## src/rtl/coef_load_ctrl.sv

```systemverilog
`default_nettype none
// ============================================================================
//  Module      : coef_load_ctrl
//  Description : Coefficient load sequencer. Accepts a valid/ready stream of
//                signed coefficients and scatters them round-robin across
//                NBANK BRAM banks, always into the page that the read side is
//                not using. After a load of exactly NCOEF beats it holds off
//                the stream and flips the read page on the next frame-boundary
//                pulse.
//  Ports       : clk, rstn            - clock, async active-low reset
//                s_valid/s_ready      - stream handshake
//                s_data, s_last       - coefficient and end-of-load marker
//                swap_sync            - frame-boundary pulse
//                coef_write*          - registered bank write port (shared
//                                       data/address, one-hot enable)
//                rd_page              - page the read side must use
//                busy, err, load_count- status
//  Revision    : 1.0 - initial release
// ============================================================================
module coef_load_ctrl #(
   parameter int COEFW = 18,
   parameter int AW    = 7,
   parameter int NBANK = 4,
   parameter int NCOEF = 200,
   parameter int CNTW  = 9
) (
   input  logic               clk,
   input  logic               rstn,
   input  logic               s_valid,
   output logic               s_ready,
   input  logic [COEFW-1:0]   s_data,
   input  logic               s_last,
   input  logic               swap_sync,
   output logic [COEFW-1:0]   coef_write,
   output logic [AW-1:0]      coef_write_addr,
   output logic [NBANK-1:0]   coef_write_en,
   output logic               rd_page,
   output logic               busy,
   output logic               err,
   output logic [CNTW-1:0]    load_count
);

   localparam int            BW         = (NBANK > 1) ? $clog2(NBANK) : 1;
   localparam logic [CNTW-1:0] C_NCOEF  = CNTW'(NCOEF);
   localparam logic [CNTW-1:0] C_NBANK  = CNTW'(NBANK);

   typedef enum logic [1:0] {
      IDLE  = 2'd0,
      LOAD  = 2'd1,
      DRAIN = 2'd2,
      ARMED = 2'd3
   } state_t;

   state_t             state_q, state_d;
   logic               ready_q, ready_d;
   logic [COEFW-1:0]   wdata_q, wdata_d;
   logic [AW-1:0]      waddr_q, waddr_d;
   logic [NBANK-1:0]   wen_q,   wen_d;
   logic               rd_page_q, rd_page_d;
   logic               err_q,   err_d;
   logic [CNTW-1:0]    cnt_q,   cnt_d;

   logic               w_acc;
   logic [CNTW-1:0]    w_idx;
   logic [CNTW-1:0]    w_n;
   logic [BW-1:0]      w_bank;
   logic [AW-2:0]      w_word;

   // ready is registered so it is low throughout reset and rises on the
   // first edge after release.
   assign w_acc  = s_valid & ready_q;
   // A beat taken in IDLE always starts a fresh load at index 0, whatever
   // load_count was left at by an aborted load.
   assign w_idx  = (state_q == IDLE) ? '0 : cnt_q;
   assign w_n    = w_idx + CNTW'(1);
   assign w_bank = BW'(w_idx % C_NBANK);
   assign w_word = (AW-1)'(w_idx / C_NBANK);

   always_ff @(posedge clk or negedge rstn) begin
      if (!rstn) begin
         state_q   <= IDLE;
         ready_q   <= 1'b0;
         wdata_q   <= '0;
         waddr_q   <= '0;
         wen_q     <= '0;
         rd_page_q <= 1'b0;
         err_q     <= 1'b0;
         cnt_q     <= '0;
      end else begin
         state_q   <= state_d;
         ready_q   <= ready_d;
         wdata_q   <= wdata_d;
         waddr_q   <= waddr_d;
         wen_q     <= wen_d;
         rd_page_q <= rd_page_d;
         err_q     <= err_d;
         cnt_q     <= cnt_d;
      end
   end

   always_comb begin
      state_d   = state_q;
      wdata_d   = wdata_q;
      waddr_d   = waddr_q;
      wen_d     = '0;
      rd_page_d = rd_page_q;
      err_d     = err_q;
      cnt_d     = cnt_q;

      case (state_q)
         IDLE, LOAD: begin
            if (w_acc) begin
               if (state_q == IDLE) begin
                  err_d = 1'b0;
               end
               wdata_d = s_data;
               waddr_d = {~rd_page_q, w_word};
               wen_d   = NBANK'(1) << w_bank;
               cnt_d   = w_n;
               state_d = LOAD;
               if (s_last) begin
                  if (w_n == C_NCOEF) begin
                     state_d = ARMED;
                  end else begin
                     err_d   = 1'b1;
                     state_d = IDLE;
                  end
               end else if (w_n == C_NCOEF) begin
                  // Overlong load: this beat is the last one written; the
                  // rest of the stream is swallowed until s_last.
                  err_d   = 1'b1;
                  state_d = DRAIN;
               end
            end
         end
         DRAIN: begin
            // load_count stays at NCOEF: discarded beats are not counted.
            if (w_acc && s_last) begin
               state_d = IDLE;
            end
         end
         ARMED: begin
            // Only a pulse seen while already ARMED counts, so the final
            // write has always landed before the page flips.
            if (swap_sync) begin
               rd_page_d = ~rd_page_q;
               cnt_d     = '0;
               state_d   = IDLE;
            end
         end
         default: begin
            state_d = IDLE;
         end
      endcase

      ready_d = (state_d != ARMED);
   end

   assign s_ready         = ready_q;
   assign coef_write      = wdata_q;
   assign coef_write_addr = waddr_q;
   assign coef_write_en   = wen_q;
   assign rd_page         = rd_page_q;
   assign busy            = (state_q != IDLE);
   assign err             = err_q;
   assign load_count      = cnt_q;

endmodule
`default_nettype wire
```

## config.mk

```make
export PLATFORM = sky130hd
export DESIGN_NAME = coef_load_ctrl
export DESIGN_NICKNAME = d
export VERILOG_FILES = /design/src/rtl/coef_load_ctrl.sv
export SDC_FILE = /design/constraint.sdc
export NUM_CORES = 1
export LEC_CHECK = 0
export BUFFER_PORTS_ARGS = -buffer_cell sky130_fd_sc_hd__clkbuf_2
export CORE_MARGIN = 4
export CORE_UTILIZATION = 30
export CTS_BUF_LIST = sky130_fd_sc_hd__clkbuf_16
export CTS_CLUSTER_DIAMETER = 120
export DETAILED_ROUTE_END_ITERATION = 8
export PLACE_DENSITY = 0.48
export SYNTH_ARGS = -nofsm -noshare
export SYNTH_HDL_FRONTEND = slang
export SYNTH_SLANG_ARGS = --single-unit
export TNS_END_PERCENT = 1
```

## constraint.sdc

```tcl
create_clock -name clk -period 3 [get_ports clk]
set_input_delay 0.15 -clock clk [delete_from_list [all_inputs] [get_ports clk]]
set_output_delay 0.15 -clock clk [all_outputs]
set_load 0.02 [all_outputs]
```

==> impl_metrics.py <==
metrics = {
    "logic_synthesis": {
        "syn-num-nets": 246,
        "synthCells": 217,
        "synthMuxAreaShare_pct": 1.52,
        "avgSynthCellArea_sq_um": 9.09,
        "ys_seq_area_share_pct": 54.6,
        "synth_top_family_by_area": "simple AND/OR/NAND/NOR gates",
        "ys_warn_count": 0,
        "netlist-cell-type-count": 37,
        "synth-edff-count": 0,
        "synthFlopType": "dfrtp_1",
        "synth_compound_gate_area_share_pct": 8.63,
        "async_reset_ff_share_pct": 100,
        "synth_xor_area_share_pct": 0.444,
        "netlist_top_cells_area": "dfrtp_1 (55%), nand2_1 (15%), ha_1 (3.8%)",
        "syn_area_sq_um": 1970,
        "synth_top_area_share_pct": 54.6,
        "yosysTopAreaCell": "dfrtp_1",
        "synthAdderAreaFrac_pct": 3.81,
        "synthSimpleGateAreaFrac_pct": 27.5,
        "ys_ff_latch": 43,
    },
    "setup_path": {
        "crit_cells": 10,
        "path_class": "reg -> reg",
        "path_common_cell": "nand2_1",
        "crit_arrival_ns": 2.84,
        "worst-r2r-setup-slack_ns": 0.32,
        "worstPathRequired_ns": 3.16,
        "cpLargestDelayFamily": "simple AND/OR/NAND/NOR gates",
        "cp-end-kind": "flop",
        "crit_chain": "or2_2, and2_1, ha_1, nand2_1, a21oi_1, o32ai_1, nor3b_1, ha_1, nand2_1, nand2_1",
        "worstSetupStartpointType": "flop",
        "slowest_stage": "dfrtp_1",
        "reg2reg_from": "state_q[1]",
        "regToRegEndpoint": "state_q[0]",
        "worst-path-buf-inv": 0,
        "cp-endpoint": "state_q[0]",
        "reg2regPathDepth": 10,
        "slowest_delay_ns": 0.45,
        "startpoint": "state_q[1]",
        "crit_fanout": 11,
    },
    "cells_and_area": {
        "final_cells": 359,
        "final_util_pct": 39.5,
        "n_antenna_cell": 0,
        "drive_gt1_share_pct": 28.4,
        "area_delta_synth_final_pct": 27.2,
        "fin_nets": 311,
    },
    "routing": {
        "vias": 1668,
        "firstDrtPassIters": 4,
        "wl_per_cell_um": 13.9,
        "drt_iter0_markers": 78,
        "drcViolationCount": 0,
        "via_per_inst": 4.65,
        "wirelength_um": 4980,
        "ant_nets": 0,
    },
    "job": {
        "maxCapViolCount": 0,
    },
    "clocking": {
        "htree_levels": 2,
        "cts_tree": "done",
        "cts_resized": 0,
        "clkSinkCount": 43,
        "numCtsBuffers": 5,
        "clkTransAtPathRegs_ns": 0.06,
        "cts_max_path_buffers": 2,
        "ctsRootBufferMaster": "clkbuf_16",
        "clock_latency_ns": 0.28,
    },
    "sta": {
        "fmax_mhz": 373,
        "setup_ws_ns": 0.320,
        "rsz0062_at_grt": "no",
        "period_minus_slack_ns": 2.68,
        "slew_viol_final": 0,
        "setup_tns_ns": 0,
        "skew_ns": 0.00455,
        "hold_viol": 0,
        "tightestPinTransition_ns": 0.675,
        "relSlewSlack_pct": 54.9,
        "setup_viol": 0,
        "timing.final.crit_share_pct": 89.3,
    },
    "power": {
        "power_w": 0.00136,
        "powerDensity_nw_per_um2": 542,
        "ir_drop_uv": 220,
        "leakagePower_nw": 1.34,
    },
    "run_status": {
        "outcome": "finished clean",
    },
    "global_route": {
        "grt_max_degree": 28,
        "grt_pass1_vias": 1595,
        "grt_pass1_wl_um": 7890,
        "track_usage_pct": 12.9,
        "grt-ovfl-total": 0,
        "antenna_found_initial": 0,
    },
    "placed_design": {
        "dp_hpwl_um": 3630,
        "gp_congestion": 0.743,
        "port-buffer-count": 64,
        "dp.cells": 351,
        "pre_cts_ws_ns": 0.340,
    },
    "floorplanning": {
        "fp.coreArea_sq_um": 6350,
        "chipHeight_um": 89.1,
        "fp.dieArea_sq_um": 7930,
        "fp.dieW_um": 89.1,
        "ios": 65,
        "start_util_pct": 31.1,
        "rows": 29,
    },
    "hold_path": {
        "hold_path_class": "in -> reg",
    },
}
## power breakdown
part           total, W  internal (W)  switching, W
combinational  0.000205     0.0000693      0.000135
sequential     0.000648      0.000618     0.0000297
clock          0.000507      0.000299      0.000208
## routing by layer
layer  global-route usage [%]  up-vias  part of all wire [%]
met5                        0        -                     0
met3                     2.58        4                   6.5
met2                     21.1       49                    45
li1                         -      847                     -
met1                     17.2      768                    47
met4                     4.06        0                  0.96
## placed cells by master, fill, tap and decap left out, types with 2 or more instances in the layout
| master | instances |
|---|---|
| nand4_1 | 3 |
| clkbuf_2 | 64 |
| inv_1 | 4 |
| and2_1 | 8 |
| and3_1 | 2 |
| a31oi_1 | 3 |
| o21ai_0 | 12 |
| clkbuf_16 | 5 |
| nand3_1 | 10 |
| buf_4 | 4 |
| o21ai_1 | 2 |
| nand2_1 | 79 |
| dfrtp_1 | 43 |
| o31ai_1 | 2 |
| a21oi_1 | 5 |
| nor2_1 | 7 |
| mux2i_1 | 3 |
| ha_1 | 6 |
## worst register-to-register path, stage by stage (launching register included)
cell and delay, ns:
dfrtp_1 0.45, or2_2 0.41, and2_1 0.22, ha_1 0.26, nand2_1 0.09, a21oi_1 0.07, o32ai_1 0.34, nor3b_1 0.31
ha_1 0.29, nand2_1 0.06, nand2_1 0.06
## cells by family (layout without fill, tap and decap cells)
kind of cell	after synthesis	after routing
buf+inv	15	80
fa+ha+maj	6	6
mux	3	3
compound gates	29	29
xor+xnor	1	1
simple gates	120	120
flops	43	43
## through the flow
| step | hold WS, ns | area [sq um] |
|---|---|---|
| 2_1_floorplan | -0.146 | 1970 |
| 3_3_place_gp | 0.230 | 2360 |
| 3_5_place_dp | 0.230 | 2360 |
| 4_1_cts | 0.0557 | 2510 |
| 5_1_grt | 0.0674 | 2510 |
| 6_report | 0.0595 | 2510 |
## repair_timing
action / 4_1_cts / 5_1_grt
buffers inserted: 0 / 0
endpoints found under the hold margin: 26 / 0
hold buffers: 1 / 0
## synth_stat cells (4+ instances only)
library cell	number
inv_1	4
clkbuf_1	5
nor2_1	7
o21ai_0	12
nand2_1	79
dfrtp_1	43
nand3_1	10
a21oi_1	5
ha_1	6
and2_1	8
## area by class of cell
cell class | instances | area [sq um]
fill | 657 | 3840
sequential | 43 | 1080
timing repair buffer | 69 | 360
clock buffer | 5 | 125
clock inverter | 2 | 8.76
inverter | 4 | 15.0
tap | 77 | 96.3
multi-input combinational | 159 | 827
## flip-flops by register name, indices dropped and copies added (netlist names)
signal / count
coef_write: 18
coef_write_addr: 7
coef_write_en: 4
err: 1
load_count: 9
rd_page: 1
s_ready: 1
state_q: 2
## how the worst min path moves through the flow
stage                     startpoint             end  cells after the start
final                     s_data[13]  coef_write[13]                      3
after global routing      s_data[15]  coef_write[15]                      3
after CTS                 s_data[11]  coef_write[11]                      3
after detailed placement        rstn   coef_write[8]                      1
after global placement          rstn   coef_write[8]                      1
after floorplan                 rstn   coef_write[0]                      0
No activity file was read; power rests on OpenSTA's default activity.
